[src/rtl/multi_sel_pkg.sv]
// Shared definitions for the multi_sel multiplier sequencer and its feeder.
// Holds the data widths, the phase count and the phase-to-multiplier encoding.
package multi_sel_pkg;

    localparam int DATA_W     = 8;
    localparam int PROD_W     = DATA_W + 3;
    localparam int NUM_PHASES = 4;

    typedef enum logic [1:0] {
        PH_X1 = 2'b00,
        PH_X3 = 2'b01,
        PH_X7 = 2'b10,
        PH_X8 = 2'b11
    } phase_e;

    function automatic logic [3:0] phase_mult(input phase_e ph);
        case (ph)
            PH_X1:   phase_mult = 4'd1;
            PH_X3:   phase_mult = 4'd3;
            PH_X7:   phase_mult = 4'd7;
            default: phase_mult = 4'd8;
        endcase
    endfunction

endpackage

[src/rtl/multi_sel_fifo.sv]
// Plain synchronous FIFO: write/read pointers, occupancy level, full/empty.
// The head entry is exposed combinationally so the wrapper can register it.
module multi_sel_fifo
    import multi_sel_pkg::*;
#(
    parameter int DATA_W = multi_sel_pkg::DATA_W,
    parameter int DEPTH  = 4,
    localparam int AW    = $clog2(DEPTH),
    localparam int LW    = AW + 1
) (
    input  logic              clk,
    input  logic              rst,
    input  logic              wr_en,
    input  logic [DATA_W-1:0] wr_data,
    input  logic              rd_en,
    output logic [DATA_W-1:0] head,
    output logic [LW-1:0]     level,
    output logic              full,
    output logic              empty
);

    logic [DATA_W-1:0] mem [DEPTH];
    logic [AW-1:0]     wr_ptr_reg;
    logic [AW-1:0]     rd_ptr_reg;
    logic [LW-1:0]     level_reg;
    logic [DEPTH-1:0]  entry_we;
    logic              push;
    logic              pop;

    assign full  = (level_reg == LW'(DEPTH));
    assign empty = (level_reg == '0);
    assign push  = wr_en && !full;
    assign pop   = rd_en && !empty;
    assign head  = mem[rd_ptr_reg];
    assign level = level_reg;

    // One-hot write enable per entry; pointers wrap naturally since DEPTH is a power of two.
    generate
        for (genvar gi = 0; gi < DEPTH; gi++) begin : g_we
            assign entry_we[gi] = push && (wr_ptr_reg == AW'(gi));
        end
    endgenerate

    always_ff @(posedge clk) begin
        for (int i = 0; i < DEPTH; i++) begin
            if (entry_we[i]) begin
                mem[i] <= wr_data;
            end
        end
    end

    always_ff @(posedge clk) begin
        if (rst) begin
            wr_ptr_reg <= '0;
            rd_ptr_reg <= '0;
            level_reg  <= '0;
        end else begin
            if (push) begin
                wr_ptr_reg <= wr_ptr_reg + AW'(1);
            end
            if (pop) begin
                rd_ptr_reg <= rd_ptr_reg + AW'(1);
            end
            case ({push, pop})
                2'b10:   level_reg <= level_reg + LW'(1);
                2'b01:   level_reg <= level_reg - LW'(1);
                default: level_reg <= level_reg;
            endcase
        end
    end

endmodule

[src/rtl/multi_sel_feeder.sv]
// Feeds buffered bytes to multi_sel on d; retires the head on input_grant and counts underruns.
// Build option MULTI_SEL_FEEDER_HOLD_LAST_EN: an empty FIFO keeps the last popped word on d.
module multi_sel_feeder
    import multi_sel_pkg::*;
#(
    parameter int DATA_W = multi_sel_pkg::DATA_W,
    parameter int DEPTH  = 4,
    parameter int UCNT_W = 8,
    localparam int LW    = $clog2(DEPTH) + 1
) (
    input  logic              clk,
    input  logic              rst,
    input  logic [DATA_W-1:0] in_data,
    input  logic              in_valid,
    output logic              in_ready,
    input  logic              input_grant,
    output logic [DATA_W-1:0] d,
    output logic [LW-1:0]     level,
    output logic [UCNT_W-1:0] underrun_cnt,
    output logic              overflow
);

    logic [DATA_W-1:0] head;
    logic              full;
    logic              empty;
    logic              pres_valid_q_reg;
    logic [DATA_W-1:0] d_reg;
    logic [UCNT_W-1:0] ucnt_reg;
    logic              overflow_reg;

    multi_sel_fifo #(
        .DATA_W (DATA_W),
        .DEPTH  (DEPTH)
    ) u_fifo (
        .clk     (clk),
        .rst     (rst),
        .wr_en   (in_valid),
        .wr_data (in_data),
        .rd_en   (input_grant && pres_valid_q_reg),
        .head    (head),
        .level   (level),
        .full    (full),
        .empty   (empty)
    );

    assign in_ready     = !full;
    assign d            = d_reg;
    assign underrun_cnt = ucnt_reg;
    assign overflow     = overflow_reg;

    // pres_valid_q remembers whether d held real data when multi_sel sampled it,
    // so the grant that follows one cycle later pops only a word that was actually seen.
    always_ff @(posedge clk) begin
        if (rst) begin
            pres_valid_q_reg <= 1'b0;
            d_reg            <= '0;
            ucnt_reg         <= '0;
            overflow_reg     <= 1'b0;
        end else begin
            pres_valid_q_reg <= !empty;
            if (input_grant && !pres_valid_q_reg && (ucnt_reg != '1)) begin
                ucnt_reg <= ucnt_reg + UCNT_W'(1);
            end
            if (in_valid && full) begin
                overflow_reg <= 1'b1;
            end
            if (!empty) begin
                d_reg <= head;
            end else begin
`ifdef MULTI_SEL_FEEDER_HOLD_LAST_EN
                d_reg <= d_reg;
`else
                d_reg <= '0;
`endif
            end
        end
    end

endmodule
[config.mk]
export PLATFORM = sky130hd
export DESIGN_NAME = multi_sel_feeder
export DESIGN_NICKNAME = d
export VERILOG_FILES = /design/src/rtl/multi_sel_pkg.sv /design/src/rtl/multi_sel_fifo.sv /design/src/rtl/multi_sel_feeder.sv
export SDC_FILE = /design/constraint.sdc
export NUM_CORES = 1
export LEC_CHECK = 0
export CAP_MARGIN = 20
export CORE_MARGIN = 1
export CORE_UTILIZATION = 50
export DETAILED_ROUTE_END_ITERATION = 6
export PLACE_DENSITY = 0.74
export SLEW_MARGIN = 40
export SYNTH_ARGS = -nofsm -noshare
export SYNTH_HDL_FRONTEND = slang
export SYNTH_SLANG_ARGS = --single-unit
export TNS_END_PERCENT = 50
[constraint.sdc]
create_clock -name clk -period 2.7 [get_ports clk]
set_input_delay 0.27 -clock clk [delete_from_list [all_inputs] [get_ports clk]]
set_output_delay 0.27 -clock clk [all_outputs]
set_load 0.1 [all_outputs]
==> results.txt, run 1 <==
----------------------------------------------------
[Status]
  Status ... completed

[Cells and area]
  Number of flip-flops in the largest register ... 32
  Final #Nets ... 213
  Design Area, Final ... between 2000 and 3000 um^2
  Final core utilization ... between 60% and 70%
  Ant diodes ... 0
  Area Growth Syn to Fin ... 21.3%
  Post-layout instance count excluding filler cells ... approximately 250
  Fraction of layout instances using a drive strength above 1 ... ~28%

[Route]
  Post-route ant nets ... 0
  Average vias per placed instance ... ~5.5
  Total number of vias ... about 1400
  DRC viols ... 0
  DRT Wirelength ... between 4000 and 5000 um
  Detailed router's first-iteration violation count ... approximately 120
  Final routed wire length divided by cell count ... around 16 um
  First drt pass iteration count ... 4

[Setup path]
  End of the worst register-to-register path ... u_fifo.level[2]
  Worst EP required ... approximately 3 ns
  Category of the worst setup path capture point ... flop
  Worst EP arrival ... between 2 and 3 ns
  R2r setup slk ... ~0.33 ns
  Setup crit start kind ... flop
  Timing endpoint of the critical path ... u_fifo.level[2]
  Worst R2R Path Depth ... 9
  Reg-to-Reg Start ... u_fifo.level[2]
  Critical-path maximum fanout ... 7
  Critical path class ... flop to flop
  Crit. Startpoint ... u_fifo.level[2]

[Timing]
  Setup repair after global routing missed its margin ... false
  Share of the clock period used by the worst path after layout ... between 80% and 90%
  Final Hold Fails ... 0
  Setup Skew ... 0.00482 ns
  Pin slew with the least headroom to its limit ... 0.660 ns
  Maximum operating frequency ... approximately 420 MHz
  Final Critical Period ... ~2.4 ns
  Max-slew violation count ... 0
  Slew margin rel. ... approximately 56%
  Number of failing setup endpoints in the final timing report ... 0
  Setup_tns ... 0 ns

[Placement]
  Detailed-placement wirelength estimate ... roughly 2700 um
  Post-DP Area ... between 2000 and 3000 um^2
  Gp weighted congestion ... a little under 0.9
  Count of input and output buffers ... 32
  Placed Cells incl. Taps ... 233

[Synthesis]
  Number of enable flip-flop cells after synthesis ... 32
  Distinct cells, synth ... 39
  Synth cell count leaders ... 32 x edfxtp_1, 25 x dfxtp_1, 11 x nor2_1
  Library cell with the largest summed area after synthesis ... edfxtp_1
  Proportion of synthesized flip-flops having asynchronous set or reset ... 0%
  Synthesized flop and latch total ... 57
  Synthesized netlist cell count ... ~160
  Ranking of synthesized cells by area ... edfxtp_1 43%, dfxtp_1 22%, mux4_2 8.1%
  Top cell type's share of synthesized area ... between 40 and 50%
  Mapped Nets ... between 150 and 200
  Netlist area before placement ... around 2200 um^2
  Ys flop type ... edfxtp_1
  Sequential share of the synthesized area ... about two thirds
  Warnings, synthesis ... 0
  Top-count cell post-synth ... edfxtp_1
  Mean area per synthesized cell ... ~14 um^2

[CTS]
  Clock buffer count from CTS ... 9
  Clock network latency to the later pin of the worst-skew pair ... roughly 0.32 ns
  H-tree levels ... 3
  Post-CTS Setup Bufs ... 0
  CTS clk-pin slew, worst paths ... 0.06 ns
  Buffer cell driving the clock tree root ... clkbuf_8
  Maximum root-to-sink buffer count ... 2
  TritonCTS Sinks ... 57
  Hold buffer count at cts ... 0
  TritonCTS clock tree ... built
  Quantity of gates resized following cts ... 0

[GRT]
  Antenna violations before repair ... 0
  Maximum number of pins on one net before global-route repair ... 18
  Number of global-route vias before repair ... roughly 1400
  Grt ovf ... 0
  GR Util met1 ... about 22%
  Met2 Resource Use GR ... a little under a third
  Gr busiest metal ... met2
  Global Route Usage Sum ... a little under 20%
  Global routing usage on met3 ... roughly 8%
  Wire length of the first global-routing pass ... 6270 um

[Hold path]
  Hold Path Class ... flop to flop

[Flow run]
  Number of max-capacitance violations reported ... 0

[Die]
  Placeable core region ... approximately 4100 um^2
  Number of top-level pins ... 33
  Die outline area ... about 4700 um^2
  Effective utilization at floorplan ... a little over half
  Die X-Extent ... about 69 um
  Cell Rows ... 23
  Die Height ... 68.8 um

[Power and ir drop]
  Leak ... a little under 1 nW
  PwrDens ... 736 nW/um^2
  Worst IR Drop VDD ... roughly 0.00036 V

----------------------------------------------------
==> where the power goes <==
| group | switching, mW | leakage [nW] | internal [mW] | total (mW) |
|---|---|---|---|---|
| sequential | 0.0337 | 0.499 | 0.974 | 1.01 |
| combinational | 0.256 | 0.423 | 0.105 | 0.361 |
| clock | 0.297 | 0.0722 | 0.326 | 0.624 |
==> how the worst min path moves through the flow <==
stage | start | cells after the start | endpoint
finish | overflow | 2 | overflow
CTS | overflow | 2 | overflow
global route | overflow | 2 | overflow
detailed placement | overflow | 2 | overflow
global placement | overflow | 2 | overflow
floorplan | in_data[0] | 0 | u_fifo.mem[0][0]
==> routing by layer <==
metal	vias up	wire length, um	part of all wire (%)
li1	646	-	-
met1	680	1730	43
met2	32	2060	51
met3	8	162	4.0
met4	0	56	1.4
met5	-	0	0
==> through the flow <==
step / power, mW / hold slack, ns / setup slack (ns)
3_5_place_dp: 1.39 / 0.470 / 0.325
5_1_grt: 2.08 / 0.508 / 0.274
6_report: 1.99 / 0.488 / 0.328
4_1_cts: 2.01 / 0.487 / 0.341
3_3_place_gp: 1.38 / 0.481 / 0.415
2_1_floorplan: 1.30 / 0.369 / 0.0272
==> layout by cell type, fill, tap and decap left out, types with 6 or more instances in the layout <==
cell	Yosys	final
nor2_1	11	11
inv_1	7	7
clkdlybuf4s50_1	0	11
buf_4	0	22
mux4_2	8	8
edfxtp_1	32	32
nor2b_1	8	8
a21oi_1	6	6
clkbuf_8	0	9
dfxtp_1	25	22
==> kinds of logic after synthesis <==
group / Yosys count / share of synthesized area, %
xor gates and xnor gates: 6 / 2.35
adders and majority gates: 7 / 4.26
DFF: 57 / 65.4
muxes: 10 / 8.96
AOI/OAI and AO/OA: 17 / 4.87
buffers and inverters: 13 / 2.46
and+or+nand+nor: 45 / 11.7
==> layout make-up <==
class / count / area [um^2]
clock inverter: 1 / 3.75
sequential: 57 / 1470
timing repair buffer: 33 / 275
inverter: 8 / 35.0
tap: 50 / 62.6
fill: 323 / 1440
multi-input combinational: 85 / 722
clock buffer: 14 / 143
==> worst max-delay path: stages (launching register included) <==
cell and delay (ns):
dfxtp_4 0.38, or3b_4 0.42, and2_4 0.17, clkinv_4 0.04, ha_2 0.17, inv_1 0.06
fa_2 0.33, xor2_1 0.15, or3_2 0.41, a21oi_1 0.15
(Power assumes the default switching activity.)
==> run 2: changes to the inputs <==
- CELL_PAD_IN_SITES_DETAIL_PLACEMENT: default -> 0
- CELL_PAD_IN_SITES_GLOBAL_PLACEMENT: default -> 1
- CORE_UTILIZATION: 50 -> 44
- PLACE_DENSITY: 0.74 -> 0.79
==> results.txt, run 2 (synthesis results as in run 1) <==
----------------------------------------------------
[Status]
  Status ... completed

[Timing]
  Maximum operating frequency ... 427 MHz (+1.3%)
  Final Critical Period ... 2.34 ns (-0.0300 ns)
  Setup Skew ... 0.00700 ns (+0.00218 ns)
  Max-slew violation count ... 0 (unchanged)
  Slew margin rel. ... 57.7% (+1.8 points)
  Pin slew with the least headroom to its limit ... 0.634 ns (-0.0263 ns)
  Number of failing setup endpoints in the final timing report ... 0 (unchanged)
  Final Hold Fails ... 0 (unchanged)
  Setup_tns ... 0 ns (unchanged)
  Tightest hold margin ... 0.477 ns (-0.0112 ns)
  Share of the clock period used by the worst path after layout ... 86.7% (-1.1 points)
  Setup repair after global routing missed its margin ... false

[Die]
  Number of top-level pins ... 33 (unchanged)
  Die Height ... 73.2 um (+6.4%)
  Cell Rows ... 25 (+8.7%)
  Die X-Extent ... 73.2 um (+6.4%)
  Effective utilization at floorplan ... 46.4% (-7.5 points)
  Die outline area ... 5360 um^2 (+13%)
  Placeable core region ... 4820 um^2 (+16%)

[Route]
  Post-route ant nets ... 0 (unchanged)
  Final routed wire length divided by cell count ... 14.7 um (-9.2%)
  First drt pass iteration count ... 4 (unchanged)
  Total number of vias ... 1330 (-2.6%)
  Detailed router's first-iteration violation count ... 71 (-42%)
  Average vias per placed instance ... 5.00 (-9.2%)
  DRC viols ... 0 (unchanged)
  DRT Wirelength ... 3910 um (-2.6%)

[Cells and area]
  Final #Nets ... 213 (unchanged)
  Number of flip-flops in the largest register ... 32 (unchanged)
  Fraction of layout instances using a drive strength above 1 ... 29.1% (+0.86 points)
  Commonest non-fill, non-tap cell in the layout ... edfxtp_1
  Area Growth Syn to Fin ... 23.6%
  Final core utilization ... 57.3% (-8.0 points)
  Design Area, Final ... 2760 um^2 (+1.9%)
  Leading cell types in the layout, fill and taps excluded ... 32 x edfxtp_1, 22 x dfxtp_1, 22 x buf_4
  Ant diodes ... 0 (unchanged)

[Setup path]
  Depth of the critical timing path with buffers and inverters included ... 9 (unchanged)
  Worst EP arrival ... 2.60 ns (-0.02 ns)
  Cell family with most CP delay ... simple AND/OR/NAND/NOR gates
  Setup crit start kind ... flop
  Category of the worst setup path capture point ... flop
  Buffers & Inverters on Critical Path ... 2 (unchanged)
  Worst EP required ... 2.96 ns (about the same)
  Worst R2R Path Depth ... 9 (unchanged)
  Critical-path maximum fanout ... 7 (unchanged)
  Critical path class ... flop to flop
  Delay contributed by the slowest stage of the critical path ... 0.42 ns (about the same)
  Crit path cell chain ... or3b_4 > and2_4 > clkinv_4 > ha_2 > inv_1 > fa_2 > xor2_1 > or3_2 > a21oi_1
  Standard cell with the maximum stage delay on the critical path ... or3b_4

[GRT]
  Number of global-route vias before repair ... 1319 (-2.7%)
  Met2 Resource Use GR ... 25.7% (-6.3 points)
  Antenna violations before repair ... 0 (unchanged)
  GR Util met1 ... 19.3% (-3.1 points)
  Wire length of the first global-routing pass ... 6130 um (-2.2%)
  Grt ovf ... 0 (unchanged)
  Global Route Usage Sum ... 16.5% (-3.2 points)
  Global routing usage on met3 ... 5.94% (-2.0 points)
  Maximum number of pins on one net before global-route repair ... 18 (unchanged)
  Gr busiest metal ... met2

[CTS]
  Maximum root-to-sink buffer count ... 2 (unchanged)
  Hold buffer count at cts ... 0 (unchanged)
  Clock network latency to the later pin of the worst-skew pair ... 0.33 ns (about the same)
  TritonCTS clock tree ... built
  Buffer cell driving the clock tree root ... clkbuf_8
  H-tree levels ... 3 (unchanged)
  Clock buffer count from CTS ... 9 (unchanged)
  Post-CTS Setup Bufs ... 0 (unchanged)
  TritonCTS Sinks ... 57 (unchanged)
  CTS clk-pin slew, worst paths ... 0.06 ns (about the same)
  Quantity of gates resized following cts ... 0 (unchanged)

[Hold path]
  Hold Path Class ... flop to flop
  Hold Crit Depth ... 2 (unchanged)

[Placement]
  Count of input and output buffers ... 32 (unchanged)
  Post-DP Area ... 2580 um^2 (+0.83%)
  Gp weighted congestion ... 0.715 (-20%)
  Detailed-placement wirelength estimate ... 2580 um (-3.8%)

[Flow run]
  Number of max-capacitance violations reported ... 0 (unchanged)

[Power and ir drop]
  Leak ... 1.01 nW (+1.8%)
  PwrDens ... 759 nW/um^2 (+3.2%)
  Worst IR Drop VDD ... 0.000335 V (-8.2%)
  PnR Total Power ... 2.10 mW (+5.2%)

----------------------------------------------------
## run 2: cell count changes in the layout (fill, tap and decap cells not counted), sizes merged
cell and delta:
clkbuf -4, clkinv +4, bufinv +1
## run 2: path summary, 6_finish.rpt
check             startpoint              end  slack [ns]
max          u_fifo.level[2]  u_fifo.level[2]        0.36
min                 overflow         overflow        0.48
max reg2reg  u_fifo.level[2]  u_fifo.level[2]        0.36
min reg2reg         overflow         overflow        0.48
## run 2: cell type report
type	instances	area, um^2
clock inverter	6	50.0
clock buffer	10	128
fill	413	2060
tap	67	83.8
inverter	8	35.0
timing repair buffer	33	275
multi-input combinational	85	722
sequential	57	1470
## run 2: worst min-delay path, delay by kind of cell (launching register included)
kind,cells,cell delay (ns)
and+or+nand+nor,1,0.07
DFF,1,0.33
AOI/OAI and AO/OA,1,0.05
## run 2: power breakdown
| part | internal, mW | switching [mW] |
|---|---|---|
| combinational | 0.104 | 0.254 |
| clock | 0.412 | 0.320 |
| sequential | 0.974 | 0.0332 |
| total | 1.49 | 0.606 |
## run 2: per-stage QoR
step | cells | setup WS, ns
floorplan | 155 | 0.0272
global placement | 250 | 0.410
detailed placement | 250 | 0.325
CTS | 266 | 0.353
global route | 266 | 0.246
finish | 266 | 0.358
## run 2: per-layer routing
metal | share of wire [%] | routed length [um] | vias up
li1 | - | - | 644
met1 | 42 | 1650 | 643
met2 | 51 | 1980 | 37
met3 | 4.9 | 192 | 6
met4 | 2.0 | 79 | 0
met5 | 0 | 0 | -
